### src/rtl/ext_int_ctrl_pkg.sv
// Shared constants for the external interrupt controller: register map,
// controller state encoding and the width of the ID+1 claim code.
package ExtInt_Pkg;
  localparam logic [1:0] REG_ENABLE  = 2'd0;
  localparam logic [1:0] REG_PENDING = 2'd1;
  localparam logic [1:0] REG_TRIGGER = 2'd2;
  localparam logic [1:0] REG_CLAIM   = 2'd3;

  localparam int CODE_W     = 6;   // ID+1 for up to 32 sources, 0 = none
  localparam int INT_CODE_W = 27;

  typedef enum logic [1:0] {
    ST_IDLE,
    ST_REQ,
    ST_SERVICE
  } state_e;
endpackage

### src/rtl/ext_int_ctrl_gateway.sv
// Per-source gateway: edge/level detection on the sampled line, sticky
// pending bit, and the open/closed gate that blocks a claimed source.
module ExtIntGateway (
  input  logic clk,
  input  logic rst_sync,
  input  logic i_smp,
  input  logic i_edge_mode,
  input  logic i_claim,
  input  logic i_complete,
  output logic o_pend,
  output logic o_open
);
  logic r_hist, r_pend, r_open;
  logic w_set;

  assign w_set = r_open & (i_edge_mode ? (i_smp & ~r_hist) : i_smp);

  always_ff @(posedge clk) begin
    if (rst_sync) begin
      r_hist <= 1'b0;
      r_pend <= 1'b0;
      r_open <= 1'b1;
    end else begin
      r_hist <= i_smp;
      // the claim of this source beats a same-cycle set of this source
      if (i_claim)      r_pend <= 1'b0;
      else if (w_set)   r_pend <= 1'b1;
      if (i_claim)      r_open <= 1'b0;
      else if (i_complete) r_open <= 1'b1;
    end
  end

  assign o_pend = r_pend;
  assign o_open = r_open;
endmodule

### src/rtl/ext_int_ctrl.sv
// External interrupt controller: fixed-priority (lowest ID) claim/complete
// with one source in service. Define EXT_INT_SYNC_EN for a 2-flop input sync.
module ext_int_ctrl
  import ExtInt_Pkg::*;
#(
  parameter int SRC_NUM = 16
) (
  input  logic                  clk,
  input  logic                  rst_sync,
  input  logic [SRC_NUM-1:0]    irq_src,
  input  logic                  bus_wr_en,
  input  logic                  bus_rd_en,
  input  logic [1:0]            bus_addr,
  input  logic [31:0]           bus_wdata,
  output logic [31:0]           bus_rdata,
  output logic                  meip,
  output logic [INT_CODE_W-1:0] custom_int_code
);
  logic [SRC_NUM-1:0]    r_enable, r_trigger, r_smp;
  logic [SRC_NUM-1:0]    w_pend, w_open, w_elig, w_claim, w_complete;
  logic [CODE_W-1:0]     r_svc_code, w_win_idx, w_win_code;
  logic [INT_CODE_W-1:0] r_code;
  logic [31:0]           r_rdata, w_rdata;
  logic                  w_any, w_claim_ok, w_complete_ok;
  logic                  w_unused;
  state_e                r_state, w_state_nxt;

  assign w_unused = &{1'b0, bus_wdata};

`ifdef EXT_INT_SYNC_EN
  logic [SRC_NUM-1:0] r_meta;
  always_ff @(posedge clk) begin
    if (rst_sync) begin
      r_meta <= '0;
      r_smp  <= '0;
    end else begin
      r_meta <= irq_src;
      r_smp  <= r_meta;
    end
  end
`else
  always_ff @(posedge clk) begin
    if (rst_sync) r_smp <= '0;
    else          r_smp <= irq_src;
  end
`endif

  assign w_elig = w_pend & r_enable & w_open;

  // descending scan so the lowest eligible ID is the last one written
  always_comb begin
    w_any     = 1'b0;
    w_win_idx = '0;
    for (int i = SRC_NUM-1; i >= 0; i--) begin
      if (w_elig[i]) begin
        w_any     = 1'b1;
        w_win_idx = CODE_W'(i);
      end
    end
  end
  assign w_win_code = w_any ? (w_win_idx + CODE_W'(1)) : '0;

  assign w_claim_ok    = bus_rd_en && (bus_addr == REG_CLAIM) && (r_state == ST_REQ) && w_any;
  assign w_complete_ok = bus_wr_en && (bus_addr == REG_CLAIM) && (r_state == ST_SERVICE) &&
                         (bus_wdata[CODE_W-1:0] == r_svc_code);

  for (genvar gi = 0; gi < SRC_NUM; gi++) begin : g_gw
    assign w_claim[gi]    = w_claim_ok && (w_win_idx == CODE_W'(gi));
    assign w_complete[gi] = w_complete_ok && (r_svc_code == CODE_W'(gi + 1));
    ExtIntGateway u_gw (
      .clk         (clk),
      .rst_sync    (rst_sync),
      .i_smp       (r_smp[gi]),
      .i_edge_mode (r_trigger[gi]),
      .i_claim     (w_claim[gi]),
      .i_complete  (w_complete[gi]),
      .o_pend      (w_pend[gi]),
      .o_open      (w_open[gi])
    );
  end

  always_comb begin
    w_state_nxt = r_state;
    case (r_state)
      ST_IDLE:    if (w_any) w_state_nxt = ST_REQ;
      ST_REQ:     if (w_claim_ok) w_state_nxt = ST_SERVICE;
                  else if (!w_any) w_state_nxt = ST_IDLE;
      ST_SERVICE: if (w_complete_ok) w_state_nxt = ST_IDLE;
      default:    w_state_nxt = ST_IDLE;
    endcase
  end

  always_comb begin
    w_rdata = '0;
    case (bus_addr)
      REG_ENABLE:  w_rdata = 32'(r_enable);
      REG_PENDING: w_rdata = 32'(w_pend);
      REG_TRIGGER: w_rdata = 32'(r_trigger);
      REG_CLAIM:   w_rdata = w_claim_ok ? 32'(w_win_code) : '0;
      default:     w_rdata = '0;
    endcase
  end

  always_ff @(posedge clk) begin
    if (rst_sync) begin
      r_state    <= ST_IDLE;
      r_enable   <= '0;
      r_trigger  <= '0;
      r_svc_code <= '0;
      r_code     <= '0;
      r_rdata    <= '0;
    end else begin
      r_state <= w_state_nxt;
      r_code  <= INT_CODE_W'(w_win_code);
      if (bus_wr_en && bus_addr == REG_ENABLE)  r_enable  <= bus_wdata[SRC_NUM-1:0];
      if (bus_wr_en && bus_addr == REG_TRIGGER) r_trigger <= bus_wdata[SRC_NUM-1:0];
      if (w_claim_ok) r_svc_code <= w_win_code;
      if (bus_rd_en)  r_rdata    <= w_rdata;
    end
  end

  assign meip            = (r_state == ST_REQ);
  assign custom_int_code = r_code;
  assign bus_rdata       = r_rdata;
endmodule

### config.mk
export PLATFORM = sky130hd
export DESIGN_NAME = ext_int_ctrl
export DESIGN_NICKNAME = d
export VERILOG_FILES = /design/src/rtl/ext_int_ctrl_pkg.sv /design/src/rtl/ext_int_ctrl_gateway.sv /design/src/rtl/ext_int_ctrl.sv
export SDC_FILE = /design/constraint.sdc
export NUM_CORES = 1
export LEC_CHECK = 0
export CAP_MARGIN = 10
export CORE_ASPECT_RATIO = 0.9
export CORE_MARGIN = 1
export CORE_UTILIZATION = 40
export DETAILED_ROUTE_END_ITERATION = 10
export PLACE_DENSITY = 0.65
export SLEW_MARGIN = 20
export SYNTH_ARGS = -nofsm -noshare
export SYNTH_HDL_FRONTEND = slang
export SYNTH_SLANG_ARGS = --single-unit
export TNS_END_PERCENT = 20
### constraint.sdc
create_clock -name clk -period 2.8 [get_ports clk]
set_input_delay 0.56 -clock clk [delete_from_list [all_inputs] [get_ports clk]]
set_output_delay 0.56 -clock clk [all_outputs]
set_load 0.02 [all_outputs]
### Yosys cells after proc, flatten, opt, wreduce, memory -nomap -nowiden

Cells that the tools add are included.

* flip-flop bits (word level): 163
* logic and storage cells: 311
* input port bits: 54
* output and inout port bits: 60

* equality and inequality tests: 40
* bitwise operators: 50
* reduce and logical (&&, ||, !) cells: 76
* $add $sub $neg: 1
* multiplexer cells: 88

Operators by type and width (number)
* $pmux 32 s4: 1
* $mux 6: 17
* $eq 6x4->1 const B: 16
* $mux 1: 64
* $eq 6x3->1 const B: 8
* $logic_and 1x1->1: 40
* $and 1x1->1: 32
* $and 16x16->16: 2
* $reduce_bool 2->1: 16
* $reduce_or 2->1: 16
* $eq 6x2->1 const B: 4
* $not 1->1: 16
* $eq 6x1->1 const B: 2
* $mux 2: 4
* $add 6x1->6 const B: 1
* $eq 2x2->1 const B: 3
* $eq 6x5->1 const B: 1
* $eq 6x6->1: 1
* $logic_not 6->1: 1
* $pmux 2 s3: 1
* $eq 2x1->1 const B: 2
* $logic_not 2->1: 2
* $mux 4: 1
* $ne 2x2->1 const B: 2
* other kinds (2): 2

### Logic depth before layout (Yosys ltp)

Gate-level depths: netlist of run 1.

* depth after elaboration: 22
* depth in mapped cells: 10
* depth with buffers taken out: 10

### Hierarchy

A second synthesis of run 1 with hierarchy kept.

* cells, all modules: 637
* area, all modules: 5429.0 um^2

By module, submodules not included
* ext_int_ctrl: area an instance 3867.5 um^2, times used 1, cells an instance 493, seq. area each 1521.5 um^2
* ExtIntGateway: area an instance 97.6 um^2, times used 16, cells an instance 9, seq. area each 60.1 um^2

### Worst setup path after synthesis of run 1

No wires, ideal clock.

* path kind: register -> register
* from: register g_gw[12].u_gw.r_open
* to: register r_rdata[4], in the netlist bus_rdata[4]
* setup slack: 0.727 ns
* setup time: 0.070 ns
* required time: 2.730 ns
* path buffers: 0
* arrival time: 2.003 ns
* period minus slack after synthesis: 2.073 ns
* cell stages (with the launch flop): 11
* cells stage by stage: dfxtp_1 and3_1 a211oi_1 o21ai_0 a21o_1 a31oi_1 ha_1 nand2_1 nor3_2 o221ai_1 a21oi_1

* word-level cells in the longest chain between the ends: 18
* elaborated cells between the ends (all ways): 32
* those cells by class: add/sub: 1; mux: 29; bitwise: 1; reduce/logical: 1

RTL lines
* from (decl): line ext_int_ctrl_gateway.sv:13 `logic r_hist, r_pend, r_open;`
* from (signal assigned): line ext_int_ctrl_gateway.sv:22 `r_open <= 1'b1;`
* from (signal assigned): line ext_int_ctrl_gateway.sv:28 `if (i_claim) r_open <= 1'b0;`
* from (signal assigned): line ext_int_ctrl_gateway.sv:29 `else if (i_complete) r_open <= 1'b1;`
* $and 16x16->16 *: line ext_int_ctrl.sv:48 `assign w_elig = w_pend & r_enable & w_open;`
* $mux 6 (13 in a row): line ext_int_ctrl.sv:55 `if (w_elig[i]) begin`
* $add 6x1->6: line ext_int_ctrl.sv:61 `assign w_win_code = w_any ? (w_win_idx + CODE_W'(1)) : '0;`
* $mux 6: line ext_int_ctrl.sv:61
* $mux 6 *: line ext_int_ctrl.sv:99 `REG_CLAIM: w_rdata = w_claim_ok ? 32'(w_win_code) : '0;`
* $pmux 32 s4 *: line ext_int_ctrl.sv:95 `case (bus_addr)`
* to (signal assigned): line ext_int_ctrl.sv:118 `if (bus_rd_en) r_rdata <= w_rdata;`
* to (decl): line ext_int_ctrl.sv:23 `logic [31:0] r_rdata, w_rdata;`

Mark *: on every way between the ends. The rest lies on a longest branch, timed or not. The select of a mux whose other input is x is not followed.
A chain may end at the register's enable or synchronous reset.

### Final worst setup path of run 1

* from: register g_gw[14].u_gw.r_open
* to: register r_rdata[4], in the netlist bus_rdata[4]

* word-level cells in the longest chain between the ends: 20
* elaborated cells between the ends (all ways): 36
* those cells by class: add/sub: 1; mux: 33; bitwise: 1; reduce/logical: 1

RTL lines (line)
* from (decl): ext_int_ctrl_gateway.sv:13
* from (signal assigned): ext_int_ctrl_gateway.sv:22
* from (signal assigned): ext_int_ctrl_gateway.sv:28
* from (signal assigned): ext_int_ctrl_gateway.sv:29
* $and 16x16->16 *: ext_int_ctrl.sv:48
* $mux 6 (15 in a row): ext_int_ctrl.sv:55
* $add 6x1->6: ext_int_ctrl.sv:61
* $mux 6: ext_int_ctrl.sv:61
* $mux 6 *: ext_int_ctrl.sv:99
* $pmux 32 s4 *: ext_int_ctrl.sv:95

Marked as above.

==> summary.md, run 1 <==
| Metric | Value |
|---|---|
| Largest net degree at the start of global routing | 47 |
| Top FF cell, synth | dfxtp_1 |
| Slowest stage delay, CP | 360 ps |
| Fraction of the mapped netlist area in adder cells | 0.00922 |
| Worst-path cell chain | nand3_1 > a211oi_1 > o21ai_0 > a21o_1 > a31oi_1 > ha_1 > nand2_1 > nor3_2 > o221ai_1 > a21oi_1 |
| Status | complete, but fails checks |
| Die height | 113 um |
| Yosys warnings | 0 |
| Syn avg cell area | 8.48 um^2 |
| Cts hold-fix bufs | 0 |
| Root buf cell | clkbuf_16 |
| CP Max Fanout | 3 |
| Fmax | 386 MHz |
| Post-route minimum period | 2590 ps |
| Sequential share of the synthesized area | 0.457 |
| Drt initial violations | 433 |
| Number of synthesized flops with an enable pin | 0 |
| DRC viols | 17 |
| Largest family of logic cells by synthesized area | simple AND/OR/NAND/NOR gates |
| Yosys reg bits | 124 |
| Clock-pin slew on the worst setup and hold paths | 60 ps |
| Worst-Margin Slew | 542 ps |
| Wire per inst | 16.5 um |
| Final worst slack | 210 ps |
| Type of the worst setup path | register to register |
| Port bufs | 59 |
| Compound-Gate Fraction of Synth Area | 0.171 |
| Final Setup Violations | 0 |
| Pre-CTS setup slack | 138 ps |
| Initial antenna violation count | 0 |
| # diodes | 0 |
| Post-synthesis xor/xnor area fraction | 0.00807 |
| Critical path launch point type | register |
| Fin. Hold Viols | 0 |
| Netlist Area Pre-Place | 0.00543 mm^2 |
| Tcrit/Tclk final | 0.925 |
| Layout cells sized above 1 | 0.0912 |
| Final slew viol count | 0 |
| FP Rows | 40 |
| Pwr Density | 652 mW/mm^2 |
| Most frequent cells in the layout | 124 x dfxtp_1, 98 x nand2_1, 61 x nor2_1, 60 x a21oi_1, 58 x clkdlybuf4s50_1 |
| First-pass GRT wire length | 22.9 mm |
| Post-CTS setup buffer count | 0 |
| Post-Syn Instances | 640 |
| Worst skew pair latency | 420 ps |
| Gpl congestion | 0.879 |
| Vias | 4585 |
| Depth of the CTS H-tree | 4 |
| CP max-delay cell | dfxtp_1 |
| Post-synthesis simple-gate area fraction | 0.240 |
| Starting Density | 0.408 |
| Failing checks | DRC |
| Leak | 2.62 nW |
| Crit end category | register |
| Most common cell after layout, fill and taps aside | dfxtp_1 |
| Antenna Nets Post-Route | 0 |
| Detailed Place HPWL | 10.6 mm |
| Worst vdd ir | 0.408 mV |
| Total track usage | 0.216 |
| Num ports | 114 |
| Core area | 0.0133 mm^2 |
| Mux share of post-synthesis cell area | 0.0258 |
| DRT Pass-1 Iters | 8 |
| Grt total ovfl | 0 |
| Final TNS setup | 0 ps |
| Max transition margin | 0.636 |
| Async SR Flop Fraction | 0 |
| Die W | 125 um |
| Maxcap violations | 0 |
| Vias in the first global route | 4237 |
| Clk buf depth | 2 |
| Critical Path RT | 3150 ps |
| DR vias/cell | 5.20 |
| CTS Sinks | 124 |
| Num CTS Buffers | 17 |
| Worst Clk Skew | 9.82 ps |
| Die area | 0.0140 mm^2 |
| Worst EP arrival | 2940 ps |
| CTS tree | done |
| Unrepaired setup endpoints after global routing | false |
| Hold WC Path Type | register to register |
| Fill cells | 1267 |
| Area grow syn2layout | 21.5% |
| Post_cts resized | 0 |
| Nets | 758 |
| Final wirelength | 14.5 mm |
| Number of distinct library cells after synthesis | 55 |
==> metal layers <==
metal  GRT usage  part of all wire
met1       0.296              0.49
met2       0.330              0.44
met3      0.0510             0.055
met4      0.0782             0.012
met5           0                 0
==> power breakdown <==
group | total, mW | switching (mW) | internal (mW)
Combinational | 0.401 | 0.237 | 0.164
Sequential | 1.88 | 0.0452 | 1.84
Clock | 2.02 | 0.795 | 1.23
Total | 4.30 | 1.08 | 3.23
==> cells by family after synthesis <==
kind of cell / after synthesis
simple gates: 264
compound gates: 145
flops: 124
buf+inv: 83
mux: 14
xor+xnor: 5
fa+ha+maj: 4
other cells: 1
==> cell usage after synthesis, drive strengths merged, types with 2 or more instances <==
master  instances  area share
ha              4      0.0092
a31oi          19       0.023
o22ai           2      0.0035
a211oi         15       0.021
nor4b           3       0.013
clkbuf         23       0.016
nand2          99       0.070
a21oi          60       0.055
nor2b          37       0.044
o211ai          3      0.0041
nor4            3      0.0046
nor2           61       0.042
a311oi          2      0.0044
nand2b          5      0.0058
and3            5      0.0058
nor3           20       0.020
nand4           3      0.0046
nand3          17       0.017
or2             4      0.0046
xor2            5      0.0081
inv            12      0.0083
and2            5      0.0058
o21bai         17       0.024
a221oi          3      0.0048
buf            48       0.064
a41oi           5      0.0081
dfxtp         124        0.46
mux2i          14       0.026
o21ai          11       0.010
==> flip-flops by register name (all words and copies together) (netlist names) <==
register          cells
bus_rdata            16
custom_int_code       5
g_gw.u_gw.o_open     16
g_gw.u_gw.o_pend     16
g_gw.u_gw.r_hist     16
r_enable             16
r_smp                16
r_state               2
r_svc_code            5
r_trigger            16
==> stage by stage <==
step	cell area [um^2]	util	hold slack [ps]	total power [mW]	instances
finish	6600	0.495	460	4.30	881
CTS	6600	0.495	467	4.32	881
detailed placement	6050	0.455	456	2.32	849
global route	6600	0.495	480	4.46	881
floorplan	5570	-	439	2.20	677
global placement	6050	0.455	445	2.31	849
==> area by class of cell <==
type / instances / area, um^2 / share of cell area
inverters: 12 / 45.0 / 0.00683
clock inverters: 13 / 101 / 0.0154
flip-flops and latches: 124 / 2480 / 0.376
multi-input cells: 470 / 2610 / 0.395
clock buffers: 19 / 443 / 0.0671
well taps: 168 / 210 / 0.0319
repair buffers: 75 / 708 / 0.107
==> worst max-delay path: cells and delay by family, from the launching register on <==
kind / cells / cell delay [ps]
adder cells (fa/ha/maj): 1 / 260
flip-flops: 1 / 360
AO/OA/AOI/OAI: 6 / 1310
AND/OR/NAND/NOR: 3 / 600
==> path summary, 6_finish.rpt <==
check                            start            to  slack, ps  cells past startpoint
setup / recovery  g_gw[14].u_gw.o_open  bus_rdata[4]        210                     10
hold / removal            bus_rdata[0]  bus_rdata[0]        460                      2
setup reg to reg  g_gw[14].u_gw.o_open  bus_rdata[4]        210                     10
hold reg to reg           bus_rdata[0]  bus_rdata[0]        460                      2
(Power assumes the default switching activity.)
==> run 2: changes to the inputs <==
Settings changed: HOLD_SLACK_MARGIN from default to 0.05.
==> results of run 2 <==
No change in the layout: final DEF, timing and power equal those of run 1.
